===== src/rtl/pipeline_ctrl_pkg.sv =====
// Shared definitions for the pipeline hazard / memory-wait controller.
//   RESULT_SRC_LOAD : ResultSrcE encoding that marks a load in Execute
//   FWD_*           : ALU operand select encodings driven on ForwardAE/BE
//   state_t         : data-memory access sequencer states
package pipeline_ctrl_pkg;

    localparam logic [1:0] RESULT_SRC_LOAD = 2'b01;

    localparam logic [1:0] FWD_RF = 2'b00;  // register file value
    localparam logic [1:0] FWD_W  = 2'b01;  // Writeback result
    localparam logic [1:0] FWD_M  = 2'b10;  // Memory-stage ALU result

    typedef enum logic [1:0] {
        IDLE,
        WAIT,
        ABORT
    } state_t;

endpackage


===== src/rtl/forwarding_unit.sv =====
// Operand forwarding select for one ALU source operand.
//   RsE        in  source register of the operand in Execute
//   RdM, RdW   in  destination registers in Memory / Writeback
//   RegWriteM  in  Memory-stage instruction writes the register file
//   RegWriteW  in  Writeback-stage instruction writes the register file
//   ForwardE   out operand select (FWD_RF / FWD_W / FWD_M)
// The Memory stage holds the younger result, so it wins over Writeback.
// x0 is never forwarded.
module forwarding_unit (
    input  logic [4:0] RsE,
    input  logic [4:0] RdM,
    input  logic [4:0] RdW,
    input  logic       RegWriteM,
    input  logic       RegWriteW,
    output logic [1:0] ForwardE
);
    import pipeline_ctrl_pkg::*;

    always_comb begin
        ForwardE = FWD_RF;
        if (RegWriteM && (RdM != '0) && (RdM == RsE))
            ForwardE = FWD_M;
        else if (RegWriteW && (RdW != '0) && (RdW == RsE))
            ForwardE = FWD_W;
    end

endmodule


===== src/rtl/pipeline_stall_ctrl.sv =====
// Hazard and memory-wait controller for the five-stage pipeline.
// Generates operand forwarding selects, load-use stalls, branch flushes and
// sequences variable-latency data-memory accesses (freeze F/D/E/M, bubble
// M/W). Keeps stall / flush performance counters and a sticky timeout flag.
//   clk, rst                 clock, asynchronous active-high reset
//   Rs1D, Rs2D               Decode source registers
//   Rs1E, Rs2E, RdE          Execute source / destination registers
//   RdM, RdW                 Memory / Writeback destination registers
//   RegWriteM, RegWriteW     register-write enables in Memory / Writeback
//   ResultSrcE               Execute result select (RESULT_SRC_LOAD = load)
//   PCSrcE                   branch / jump taken in Execute
//   MemReqM, MemAckM         Memory-stage access request / completion
//   DMemReq                  request to data memory
//   ForwardAE, ForwardBE     ALU operand selects
//   StallF/D/E/M             hold pipeline registers
//   FlushD/E/W               clear F/D, D/E, M/W registers
//   MemErr                   sticky memory-timeout flag
//   StallCycles, FlushCount  performance counters (wrap)
module pipeline_stall_ctrl #(
    parameter int MEM_TIMEOUT = 255,
    parameter int CNT_W       = 32
) (
    input  logic             clk,
    input  logic             rst,
    input  logic [4:0]       Rs1D,
    input  logic [4:0]       Rs2D,
    input  logic [4:0]       Rs1E,
    input  logic [4:0]       Rs2E,
    input  logic [4:0]       RdE,
    input  logic [4:0]       RdM,
    input  logic [4:0]       RdW,
    input  logic             RegWriteM,
    input  logic             RegWriteW,
    input  logic [1:0]       ResultSrcE,
    input  logic             PCSrcE,
    input  logic             MemReqM,
    input  logic             MemAckM,
    output logic             DMemReq,
    output logic [1:0]       ForwardAE,
    output logic [1:0]       ForwardBE,
    output logic             StallF,
    output logic             StallD,
    output logic             StallE,
    output logic             StallM,
    output logic             FlushD,
    output logic             FlushE,
    output logic             FlushW,
    output logic             MemErr,
    output logic [CNT_W-1:0] StallCycles,
    output logic [CNT_W-1:0] FlushCount
);
    import pipeline_ctrl_pkg::*;

    localparam int WCNT_W = (MEM_TIMEOUT < 2) ? 1 : $clog2(MEM_TIMEOUT + 1);

    state_t            state;
    logic [WCNT_W-1:0] wcnt;
    logic              lw_stall;
    logic              mem_stall;

    forwarding_unit u_fwd_a (
        .RsE       (Rs1E),
        .RdM       (RdM),
        .RdW       (RdW),
        .RegWriteM (RegWriteM),
        .RegWriteW (RegWriteW),
        .ForwardE  (ForwardAE)
    );

    forwarding_unit u_fwd_b (
        .RsE       (Rs2E),
        .RdM       (RdM),
        .RdW       (RdW),
        .RegWriteM (RegWriteM),
        .RegWriteW (RegWriteW),
        .ForwardE  (ForwardBE)
    );

    assign lw_stall  = (ResultSrcE == RESULT_SRC_LOAD) && (RdE != '0) &&
                       ((Rs1D == RdE) || (Rs2D == RdE));
    // ABORT releases the freeze so the faulting instruction drains into a
    // bubbled W.
    assign mem_stall = MemReqM && !MemAckM && (state != ABORT);

    assign StallM  = mem_stall;
    assign StallE  = mem_stall;
    assign StallF  = mem_stall || lw_stall;
    assign StallD  = mem_stall || lw_stall;
    assign FlushW  = mem_stall || (state == ABORT);
    // Branch / load-use events in frozen stages wait until the freeze ends.
    assign FlushD  = PCSrcE && !mem_stall;
    assign FlushE  = (PCSrcE || lw_stall) && !mem_stall;
    assign DMemReq = MemReqM && (state != ABORT) && !rst;

    always_ff @(posedge clk or posedge rst) begin
        if (rst) begin
            state  <= IDLE;
            wcnt   <= '0;
            MemErr <= 1'b0;
        end else begin
            case (state)
                IDLE: begin
                    wcnt <= '0;
                    if (mem_stall)
                        state <= WAIT;
                end
                WAIT: begin
                    if (wcnt != WCNT_W'(MEM_TIMEOUT))
                        wcnt <= wcnt + WCNT_W'(1);
                    // A withdrawn request also ends the wait; an ack without a
                    // request never reaches here as a completion.
                    if (MemAckM || !MemReqM) begin
                        state <= IDLE;
                    end else if (wcnt == WCNT_W'(MEM_TIMEOUT - 1)) begin
                        state  <= ABORT;
                        MemErr <= 1'b1;
                    end
                end
                ABORT: begin
                    state <= IDLE;
                end
                default: begin
                    state <= IDLE;
                end
            endcase
        end
    end

    always_ff @(posedge clk or posedge rst) begin
        if (rst) begin
            StallCycles <= '0;
            FlushCount  <= '0;
        end else begin
            if (StallF)
                StallCycles <= StallCycles + CNT_W'(1);
            if (FlushD || FlushE)
                FlushCount <= FlushCount + CNT_W'(1);
        end
    end

endmodule


===== config.mk =====
export PLATFORM = sky130hd
export DESIGN_NAME = pipeline_stall_ctrl
export DESIGN_NICKNAME = d
export VERILOG_FILES = /design/src/rtl/pipeline_ctrl_pkg.sv /design/src/rtl/forwarding_unit.sv /design/src/rtl/pipeline_stall_ctrl.sv
export SDC_FILE = /design/constraint.sdc
export NUM_CORES = 1
export LEC_CHECK = 0
export CORE_ASPECT_RATIO = 0.6
export CORE_MARGIN = 1
export CORE_UTILIZATION = 35
export DETAILED_ROUTE_END_ITERATION = 10
export PLACE_DENSITY = 0.72
export SETUP_SLACK_MARGIN = 0.02
export SLEW_MARGIN = 20
export SYNTH_ARGS = -nofsm -noshare
export SYNTH_HDL_FRONTEND = slang
export SYNTH_SLANG_ARGS = --single-unit

===== constraint.sdc =====
create_clock -name clk -period 2.45 [get_ports clk]
set_clock_uncertainty 0.15 [all_clocks]
set_input_delay 0.245 -clock clk [delete_from_list [all_inputs] [get_ports clk]]
set_output_delay 0.245 -clock clk [all_outputs]
set_load 0.01 [all_outputs]

**After elaboration in Yosys (flattened, before gate mapping)**

Index checks and enable logic that the tools add are counted.

- Register bits after elaboration: 75
- Bits of input ports: 44
- Output and inout port bits: 77
- Word-level logic and storage cells: 66

- $add $sub $neg: 3
- Equality and inequality tests: 15
- Multiplexer cells: 10
- Bitwise gates (word level): 1
- Reduce and logical (&&, ||, !) cells: 32

Operator list:

| kind | count |
|---|---|
| 32-bit by 1-bit adder with 32-bit output, second input constant | 2 |
| 5-bit == test | 6 |
| 8-bit case mux with 2 select lines | 1 |
| 5-bit nonzero test | 3 |
| 1-bit logical AND | 14 |
| 2-bit two-way mux | 5 |
| 8-bit by 1-bit adder with 8-bit output, second input constant | 1 |
| 8-bit == test, second input constant | 1 |
| 8-bit two-way mux | 1 |
| 8-bit != test, second input constant | 1 |
| 1-bit logical OR | 6 |
| 2-bit != test, second input constant | 3 |
| 2-bit by 1-bit == test with 1-bit output, second input constant | 2 |
| 1-bit zero test | 4 |
| 2-bit case mux with 2 select lines | 1 |
| 2-bit AND reduction | 2 |
| 3-bit != test, second input constant | 1 |
| 3-bit AND reduction | 1 |
| 2-bit == test, second input constant | 1 |
| 2-bit zero test | 1 |
| 1-bit two-way mux | 2 |
| 2-bit nonzero test | 1 |
| 1-bit inverter | 1 |

**Logic depth before layout (Yosys ltp)**

Gate-level depths: netlist of run 1.

- Depth in word-level cells: 6
- Depth in mapped cells: 8
- Mapped depth without buffers: 7

**Modules after synthesis**

A second synthesis of run 1 with hierarchy kept.

- Cells, all modules: 412
- Area total of the unflattened synthesis: 4172.8 µm²

By module, submodules not included:

| module | times used | cells an instance | area each (µm²) | sequential area each (µm²) |
|---|---|---|---|---|
| pipeline_stall_ctrl | 1 | 372 | 3870.0 | 1876.8 |
| forwarding_unit | 2 | 20 | 151.4 | 0.0 |

**Worst setup path before layout of run 1**

OpenSTA, ideal clock, no wires.

- Path kind: flip-flop to flip-flop
- Start: reg StallCycles[3]
- End: reg StallCycles[29]
- Setup time: 0.125 ns
- Data arrival time: 1.712 ns
- Data required time: 2.175 ns
- Slack: 0.463 ns
- Cell stages (with the launch flop): 8
- Path buffers: 1
- Clock period less this slack: 1.987 ns
- Cells stage by stage: dfrtp_1 > and4_1 > nand2_1 > or3_1 > buf_2 > nor3_1 > nand4_1 > xnor2_1

- Cells in the longest elaborated chain, start to end: 1

RTL lines:

| item | line | source |
|---|---|---|
| start: declaration | pipeline_stall_ctrl.sv:49 | `output logic [CNT_W-1:0] StallCycles,` |
| start signal: assignment | pipeline_stall_ctrl.sv:135 | `StallCycles <= StallCycles + CNT_W'(1);` |
| 32-bit by 1-bit adder with 32-bit output | pipeline_stall_ctrl.sv:135 |  |

No other way between the ends.
A chain may end at the register's enable or synchronous reset.

**Worst setup path after layout of run 1**

- Start: in RdM[0]
- End: out ForwardBE[0]

- Cells in the longest elaborated chain, start to end: 4
- Elaborated cells on any way between the ends: 5
- Classes of those cells: 1 x eq/ne; 1 x mux; 3 x reduce/logical

RTL lines:

| item | line | source |
|---|---|---|
| start: declaration | pipeline_stall_ctrl.sv:30 | `input logic [4:0] RdM,` |
| 5-bit nonzero test | forwarding_unit.sv:21 | `if (RegWriteM && (RdM != '0) && (RdM == RsE))` |
| 1-bit logical AND | forwarding_unit.sv:21 |  |
| 1-bit logical AND * | forwarding_unit.sv:21 |  |
| 2-bit two-way mux * | forwarding_unit.sv:21 |  |
| end: declaration | pipeline_stall_ctrl.sv:40 | `output logic [1:0] ForwardBE,` |

Mark *: on every way between the ends. The rest lies on a longest branch, timed or not.

==> results of run 1 <==
==> per-layer routing <==
metal  vias to the layer above  wire length (um)  share of wire, %
li1                       1706                 -                 -
met1                      1793              5020                45
met2                       103              5240                47
met3                        13               671               6.1
met4                         0               118               1.1
met5                         -                 0                 0
==> worst max path at each step <==
| stage | from | depth (start not counted) | to |
|---|---|---|---|
| after floorplan | rst | 1 | FlushCount[0]$_DFFE_PP0P_ |
| after global placement | RdM[0] | 6 | ForwardAE[0] |
| after detailed placement | RdM[3] | 6 | ForwardAE[0] |
| after CTS | RdM[4] | 7 | ForwardBE[1] |
| after global routing | RdM[3] | 6 | ForwardBE[0] |
| final | RdM[0] | 6 | ForwardBE[0] |
==> synth_stat cells (5+ instances only) <==
cell type	instances	area, sq um
nor2_1	20	75.1
xor2_1	69	604
and4_1	9	78.8
inv_1	8	30.0
nor4_2	6	75.1
and3_1	8	50.1
or4_1	5	37.5
nor3b_1	7	52.6
nand3_1	18	90.1
o21ai_0	5	25.0
nor3_1	18	90.1
a21oi_1	5	25.0
nand4_1	8	50.1
nand2_1	37	139
nor4b_1	8	70.1
nor4_1	16	100
dfrtp_1	75	1880
xnor2_1	26	228
==> layout by cell type (no fill, tap or decap), drive strengths merged, types with 4 or more instances in the layout <==
master         synthesis  final
a21oi                  7      7
and3                   8      8
and4                   9      9
buf                   11     40
clkbuf                 3     12
clkdlybuf4s50          0    111
dfrtp                 75     75
ha                     4      4
inv                    9      9
nand2                 37     37
nand3                 18     18
nand4                  8      8
nor2                  20     20
nor3                  18     18
nor3b                  9      9
nor4                  23     23
nor4b                  8      8
o21ai                  6      6
or2                    4      4
or4                    5      5
xnor2                 26     26
xor2                  69     69
==> registers in the layout (all words and copies together), names as in the netlist <==
name / cells
FlushCount: 32
MemErr: 1
StallCycles: 32
state: 2
wcnt: 8
==> worst register-to-register path, stage by stage, from the launching register on <==
cell and delay (ps):
dfrtp_1 430, ha_1 200, nand2_1 140, or3_1 660, nor3_1 290, nand3_1 120
xnor2_1 140
==> cell families after synthesis <==
| kind of cell | after synthesis |
|---|---|
| xor+xnor | 95 |
| buf+inv | 23 |
| fa+ha+maj | 4 |
| compound gates | 21 |
| mux | 2 |
| simple gates | 178 |
| flops | 75 |
==> repair_timing <==
item                                   CTS  global route
hold buffers                             0             0
setup endpoints to repair                7            14
gates resized for setup                 19            20
pin swaps                                3             3
endpoints found under the hold margin    0             0
setup buffers                            1             1
==> through the flow <==
stage | std cells | setup TNS (ps)
floorplan | 398 | 0
global placement | 700 | -3990
detailed placement | 700 | -5530
CTS | 717 | -141
global route | 718 | 0
finish | 718 | 0
==> power by group through the flow <==
stage,Sequential (mW),Combinational (mW),Clock (mW)
6_report,1.55,0.905,1.51
5_1_grt,1.57,0.970,1.59
4_1_cts,1.55,0.903,1.53
3_5_place_dp,1.57,0.898,0
3_3_place_gp,1.56,0.872,0
2_1_floorplan,1.59,0.329,0
==> area by class of cell <==
| class | instances | area [sq um] |
|---|---|---|
| Fill cell | 1002 | 5220 |
| Multi-Input combinational cell | 300 | 2210 |
| Sequential cell | 75 | 1880 |
| Timing Repair Buffer | 158 | 1500 |
| Clock buffer | 9 | 225 |
| Tap cell | 160 | 200 |
| Clock inverter | 7 | 116 |
| Inverter | 9 | 33.8 |
==> flow_summary.json, run 1 <==
{
  "outcome": "complete, no violations",
  "antenna_found_initial": 0,
  "final.period_utilization_pct": 96.0,
  "viasPerCell": 5.03,
  "path_cells": "clkdlybuf4s50_1 -> or4_1 -> o21ai_2 -> nor4_2 -> nor4_1 -> buf_2",
  "switching_power_mw": 1.09,
  "required_ps": 2060,
  "holdWs_ps": 190,
  "cts_tree": "done",
  "combPwrFrac_pct": 22.8,
  "synth-edff-count": 0,
  "syn-num-nets": 446,
  "ys_warn_count": 0,
  "p_int_mw": 2.88,
  "routabilityCongestion": 0.840,
  "place_hpwl_um": 8160,
  "power_leakage_nw": 2.71,
  "place_area_sq_um": 5730,
  "end_kind": "primary output",
  "crit_arrival_ps": 1960,
  "overflow": 0,
  "routed_wl_um": 11000,
  "via_count": 3615,
  "root_buffer": "clkbuf_16",
  "p_per_area_nw_per_um2": 645,
  "synth_compound_area_share_pct": 3.91,
  "synth_xor_area_share_pct": 20.2,
  "fin_ws_ps": 98.9,
  "cp_slowest_stage_delay_ps": 560,
  "h-tree-depth": 3,
  "synth_top_family_by_area": "simple AND/OR/NAND/NOR gates",
  "initial_core_util_pct": 36.3,
  "cpLargestDelayFamily": "simple AND/OR/NAND/NOR gates",
  "diodes": 0,
  "synth-seq-cells": 75,
  "met2_usage_pct": 29.9,
  "clk_pin_slew_ps": 60,
  "yosysSeqAreaShare_pct": 45.5,
  "ff2ff_setup_slack_ps": 190,
  "timing.rr.start": "StallCycles[0]$_DFFE_PP0P_",
  "use_met3_pct": 5.92,
  "path_class": "primary input to primary output",
  "r2r-end": "StallCycles[28]$_DFFE_PP0P_",
  "cp_num_buf_inv": 2,
  "fin_area_sq_um": 6150,
  "cts.path.max_buffers": 2,
  "fp-row-count": 30,
  "tightest_slew_ps": 575,
  "fin_nets": 601,
  "swShare_pct": 27.5,
  "period_needed_ps": 2350,
  "top_usage_layer": "met2",
  "power_mw": 3.97,
  "cts_sinks": 75,
  "rsz0062_at_grt": "false",
  "seq_power_share_pct": 39.1,
  "synthFlopType": "dfrtp_1",
  "ys_types": 46,
  "postSynthCellCount": 398,
  "grt_max_degree": 76,
  "drv_slew": 0,
  "hold_violations": 0,
  "crit_path_max_fanout": 2,
  "peakVddDrop_v": 0.000319,
  "synthMuxAreaShare_pct": 0.637,
  "post-place-ws_ps": -464,
  "wl_per_cell_um": 15.4,
  "die_h_um": 86.1,
  "pwr-share-clk_pct": 38.1,
  "dr.pass1.iters": 4,
  "cts_made_buffers": 9,
  "hold_class": "primary input to asynchronous set/reset pin",
  "fp.dieW_um": 142,
  "pin_count": 121,
  "grt_pass1_wl_um": 17900,
  "grtUsageTotal_pct": 18.8,
  "clk_latency_ps": 340,
  "drc": 0,
  "numPortBuffers": 120,
  "dieArea_sq_um": 12200,
  "ant_nets": 0,
  "reg2reg_depth": 6,
  "synth_fa_ha_area_share_pct": 1.21,
  "max_freq_ghz": 0.425,
  "synth-simple-area-share_pct": 25.5,
  "fin_util_pct": 54.1,
  "avgSynthCellArea_sq_um": 10.4,
  "grtUsageMet1_pct": 24.7,
  "grt_pass1_vias": 3587,
  "start_kind": "primary input",
  "setup_viol": 0,
  "async_reset_ff_share_pct": 100,
  "maxCapViolations": 0,
  "slew_headroom_pct": 60.7,
  "drt_iter0_drc": 123,
  "drive_gt1_share_pct": 16.7,
  "syn_area_sq_um": 4120,
  "cpMaxStageDelayCell": "or4_1",
  "design.core.area_sq_um": 11400,
  "area_growth_pct": 49.2
}
No activity file was read; power rests on OpenSTA's default activity.
==> run 2, diff against run 1 <==
Settings changed: ABC_AREA set to 1, PLACE_DENSITY 0.72 to 0.68, TNS_END_PERCENT set to 50.
==> flow_summary.json, run 2 <==
{
  "via_count": 5464,
  "cts_tree": "done",
  "drt_iter0_drc": 533,
  "overflow": 0,
  "max_freq_ghz": 0.432,
  "avgSynthCellArea_sq_um": 6.66,
  "wl_met2_um": 5820,
  "ant_nets": 0,
  "dr.pass1.iters": 5,
  "met3_length_um": 1320,
  "synth_area_leaders": "dfrtp_1, nand2_1, nor2_1",
  "ys_types": 28,
  "dieArea_sq_um": 15900,
  "pin_count": 121,
  "postSynthCellCount": 809,
  "layout_common_cells": "nand2_1, clkdlybuf4s50_1, nor2_1",
  "cts_sinks": 75,
  "fp-row-count": 34,
  "end_kind": "primary output",
  "syn-num-nets": 857,
  "yosysSeqAreaShare_pct": 34.8,
  "clk_latency_ps": 340,
  "routed_wl_um": 16200,
  "drc": 0,
  "p_per_area_nw_per_um2": 544,
  "rsz0062_at_grt": "true",
  "synthFlopType": "dfrtp_1",
  "path_class": "primary input to primary output",
  "wl_per_cell_um": 14.3,
  "grt_max_degree": 76,
  "hold_class": "primary input to asynchronous set/reset pin",
  "layout_commonest_cell": "nand2_1",
  "period_needed_ps": 2320,
  "area_growth_pct": 32.8,
  "fin_nets": 983,
  "clk_pin_slew_ps": 70,
  "final.period_utilization_pct": 94.5,
  "yosysMostFrequentCell": "nand2_1",
  "routabilityCongestion": 0.931,
  "root_buffer": "clkbuf_16",
  "async_reset_ff_share_pct": 100,
  "numPortBuffers": 120,
  "reg_top3": "FlushCount x32, StallCycles x32, wcnt x8",
  "power_mw": 3.89,
  "initial_core_util_pct": 36.5,
  "fp.dieW_um": 162,
  "drv_slew": 0,
  "syn_area_sq_um": 5390,
  "start_kind": "primary input",
  "h-tree-depth": 3,
  "highest_layer": "met4",
  "grt_pass1_wl_um": 26100,
  "setup_viol": 0,
  "cts_hold_buf": 0,
  "dp_cells": 1122,
  "wl_met1_um": 9020,
  "ys_warn_count": 0,
  "hold_violations": 0,
  "peakVddDrop_v": 0.000330,
  "crit_arrival_ps": 1920,
  "antenna_found_initial": 0,
  "synthTopCellsByCount": "nand2_1, nor2_1, dfrtp_1",
  "yosys.area.top_type": "dfrtp_1",
  "tightest_slew_ps": 530,
  "required_ps": 2060,
  "power_leakage_nw": 3.29,
  "synth-edff-count": 0,
  "slew_headroom_pct": 64.4,
  "diodes": 0,
  "grtUsageTotal_pct": 21.1,
  "crit_path_max_fanout": 2,
  "n_fill_cell": 1476,
  "place_hpwl_um": 12600,
  "stdcell_count": 1138,
  "viasPerCell": 4.80,
  "synth-seq-cells": 75,
  "grt_pass1_vias": 4804,
  "cts_made_buffers": 9,
  "maxCapViolations": 0,
  "die_h_um": 98.1,
  "outcome": "complete, no violations",
  "design.core.area_sq_um": 14800,
  "synth_top_area_share_pct": 34.8,
  "drive_gt1_share_pct": 7.34,
  "cts.path.max_buffers": 2
}
## run 2: cell count changes after synthesis, moves of 17 or more
cell,before,now
nand3_1,18,59
nand2_1,37,322
nand3b_1,1,18
nor2_1,20,91
inv_1,8,67
xor2_1,69,37
## run 2: where the power goes
group / switching, mW / leakage (nW) / internal, mW
clock: 0.564 / 0.142 / 0.796
sequential: 0.199 / 1.01 / 1.37
combinational: 0.496 / 2.14 / 0.465
## run 2: final cells by class
type | count | area, sq um | area share, %
Clock buffer | 9 | 225 | 3.15
Clock inverter | 7 | 76.3 | 1.07
Inverter | 74 | 279 | 3.90
Multi-Input combinational cell | 643 | 3130 | 43.7
Sequential cell | 75 | 1880 | 26.2
Tap cell | 198 | 248 | 3.46
Timing Repair Buffer | 132 | 1320 | 18.5
## run 2: kinds of logic after synthesis
kind of cell	share of synthesized area [%]
flip-flops	34.8
adder cells (fa/ha/maj)	0.929
buffers and inverters	7.50
XOR/XNOR	9.11
AO/OA/AOI/OAI	2.60
AND/OR/NAND/NOR	45.0
## run 2: worst paths after layout
path | start | to | slack, ps | depth (start not counted)
worst max-delay path | RdM[1] | ForwardAE[1] | 130 | 6
worst min-delay path | rst | MemErr$_DFFE_PP0P_ | 170 | 3
worst max register to register | StallCycles[1]$_DFFE_PP0P_ | StallCycles[22]$_DFFE_PP0P_ | 410 | 10
worst min register to register | MemErr$_DFFE_PP0P_ | MemErr$_DFFE_PP0P_ | 330 | 1
max in group asynchronous | rst | StallCycles[8]$_DFFE_PP0P_ | 1620 | 3
min in group clk | MemErr$_DFFE_PP0P_ | MemErr$_DFFE_PP0P_ | 330 | 1
## run 2: per-stage QoR
stage	setup slack, ps	hold WS, ps	utilization [%]	TNS (ps)	area, sq um
floorplan	145	305	-	0	5390
global placement	13.2	332	46.2	0	6830
detailed placement	-8.23	308	46.2	-15.1	6830
CTS	10.3	205	48.2	0	7120
global route	20.1	251	48.5	0	7150
finish	135	174	48.5	0	7150
## run 2: routing by layer
metal  vias to the layer above  track usage [%]
met5                         -                0
met4                         0             3.70
met3                         8             4.38
met2                       185             25.8
met1                      2479             36.0
li1                       2792                -
## run 2: repair_timing
item / in CTS / in global routing
setup endpoints to repair: 3 / 6
pin swaps: 0 / 1
gates resized for setup: 4 / 9
buffers inserted: 0 / 0
## run 2: worst max-delay path, cell delays in order
cell	delay (ps)
clkdlybuf4s50_1	420
buf_4	150
xor2_1	160
nor4_2	270
buf_4	160
clkdlybuf4s50_1	520
==> run 3, diff against run 2 <==
Settings changed: SETUP_SLACK_MARGIN 0.02 to not set.
Clock period 2.45 ns to 2 ns, I/O delays scaled along.
==> flow_summary.json, run 3 (synthesis gave the netlist of run 2 again) <==
{
  "maxCapViolations": 0,
  "hold_violations": 0,
  "setup_viol": 0,
  "drc": 0,
  "switching_power_mw": 1.57,
  "area_growth_pct": 35.7,
  "start_kind": "primary input",
  "cts.path.max_buffers": 2,
  "power_mw": 4.84,
  "r2r-end": "StallCycles[24]$_DFFE_PP0P_",
  "met2_usage_pct": 26.2,
  "grtUsageMet1_pct": 35.3,
  "seq_power_share_pct": 39.1,
  "overflow": 0,
  "use_met3_pct": 6.46,
  "n_fill_cell": 1469,
  "grt_pass1_wl_um": 26700,
  "crit_path_max_fanout": 3,
  "cts_hold_buf": 0,
  "fp-row-count": 34,
  "ant_nets": 0,
  "die_h_um": 98.1,
  "hold_class": "primary input to asynchronous set/reset pin",
  "via_count": 5548,
  "fin_nets": 1003,
  "dieArea_sq_um": 15900,
  "design.core.area_sq_um": 14800,
  "diodes": 0,
  "final.period_utilization_pct": 97.3,
  "required_ps": 1650,
  "outcome": "complete, no violations",
  "root_buffer": "clkbuf_16",
  "peakVddDrop_v": 0.000461,
  "grtUsageTotal_pct": 21.5,
  "cpMaxStageDelayCell": "clkdlybuf4s50_1",
  "pwr-share-clk_pct": 34.5,
  "cts_made_buffers": 9,
  "fp.dieW_um": 162,
  "clk_latency_ps": 340,
  "ff2ff_setup_slack_ps": 120,
  "initial_core_util_pct": 36.5,
  "max_freq_ghz": 0.514,
  "cts_tree": "done",
  "numPortBuffers": 120,
  "layout_common_cells": "nand2_1, clkdlybuf4s50_1, nor2_1",
  "cts_sinks": 75,
  "drive_gt1_share_pct": 10.0,
  "fin_util_pct": 49.5,
  "slew_headroom_pct": 73.7,
  "drt_iter0_drc": 517,
  "grt_pass1_vias": 5054,
  "period_needed_ps": 1950,
  "combPwrFrac_pct": 26.4,
  "drv_slew": 0,
  "timing.rr.start": "StallCycles[21]$_DFFE_PP0P_",
  "viasPerCell": 4.79,
  "antenna_found_initial": 0,
  "routabilityCongestion": 0.938,
  "end_kind": "primary output",
  "clk_pin_slew_ps": 60,
  "tightest_slew_ps": 392,
  "place_hpwl_um": 12800,
  "h-tree-depth": 3,
  "top_usage_layer": "met1",
  "p_per_area_nw_per_um2": 661,
  "p_int_mw": 3.27,
  "grt_max_degree": 63,
  "swShare_pct": 32.4,
  "power_leakage_nw": 3.42,
  "layout_commonest_cell": "nand2_1",
  "pin_count": 121,
  "path_cells": "clkdlybuf4s50_1 -> xor2_1 -> nor4_1 -> buf_4 -> nor2_1 -> dlygate4sd2_1",
  "wl_per_cell_um": 14.3,
  "dr.pass1.iters": 5,
  "rsz0062_at_grt": "true",
  "path_class": "primary input to primary output",
  "reg2reg_depth": 9,
  "reg_top3": "FlushCount x32, StallCycles x32, wcnt x8",
  "crit_arrival_ps": 1600,
  "routed_wl_um": 16600,
  "cp_slowest_stage_delay_ps": 470
}
run 3: changes by cell type in the layout (fill, tap and decap cells not counted), moves of 2 or more:
| cell | before | now |
|---|---|---|
| buf_4 | 10 | 28 |
| clkdlybuf4s50_1 | 112 | 94 |
| dlygate4sd2_1 | 4 | 20 |
| nor2_1 | 91 | 87 |
| nor2_2 | 9 | 13 |
| buf_6 | 0 | 2 |
run 3: final cells by class:
type	instances	area (sq um)	area share, %
clock buffers	9	225	3.08
multi-input cells	643	3130	42.8
flip-flops and latches	75	1880	25.7
inverters	74	282	3.85
repair buffers	152	1470	20.1
well taps	198	248	3.39
clock inverters	7	76.3	1.04
run 3: routing by layer:
metal  vias up  routed length, um
met1      2481               8820
met5         -                  0
met2       227               5940
met3         9               1700
met4         0                102
li1       2831                  -
run 3: worst max-delay path, delay by kind of cell:
family	cells	cell delay (ps)
buffers and inverters	3	910
AND/OR/NAND/NOR	2	300
XOR/XNOR	1	190
run 3: how the worst max path moves through the flow:
stage,cells after the start,startpoint,endpoint,slack (ps)
finish,6,RdM[1],ForwardAE[0],50
global route,9,StallCycles[7]$_DFFE_PP0P_,StallCycles[31]$_DFFE_PP0P_,-6
CTS,12,Rs2D[0],FlushE,3
floorplan,10,StallCycles[0]$_DFFE_PP0P_,StallCycles[20]$_DFFE_PP0P_,250
detailed placement,11,RdE[0],StallD,-410
global placement,11,RdE[0],StallD,-410
run 3: power by group through the flow:
stage	clock network (mW)	logic (mW)	registers (mW)
floorplan	0	0.547	1.95
global placement	0	1.25	1.91
detailed placement	0	1.27	1.91
CTS	1.71	1.26	1.89
global route	1.78	1.41	1.91
finish	1.67	1.27	1.89
run 3: timing repair:
item,CTS,global route
pin swaps,4,7
gates cloned,0,1
setup buffers,0,1
endpoints found under the setup margin,11,20
gates resized for setup,36,13
run 3: through the flow:
step	hold WS [ps]	cells	setup TNS [ps]	instance area (sq um)	setup slack (ps)
after floorplan	251	809	0	5390	251
after global placement	310	1140	-13960	6960	-413
after detailed placement	341	1140	-15070	6960	-411
after CTS	147	1156	0	7250	2.72
after global routing	184	1158	-6.12	7310	-6.12
final	148	1158	0	7310	53.9
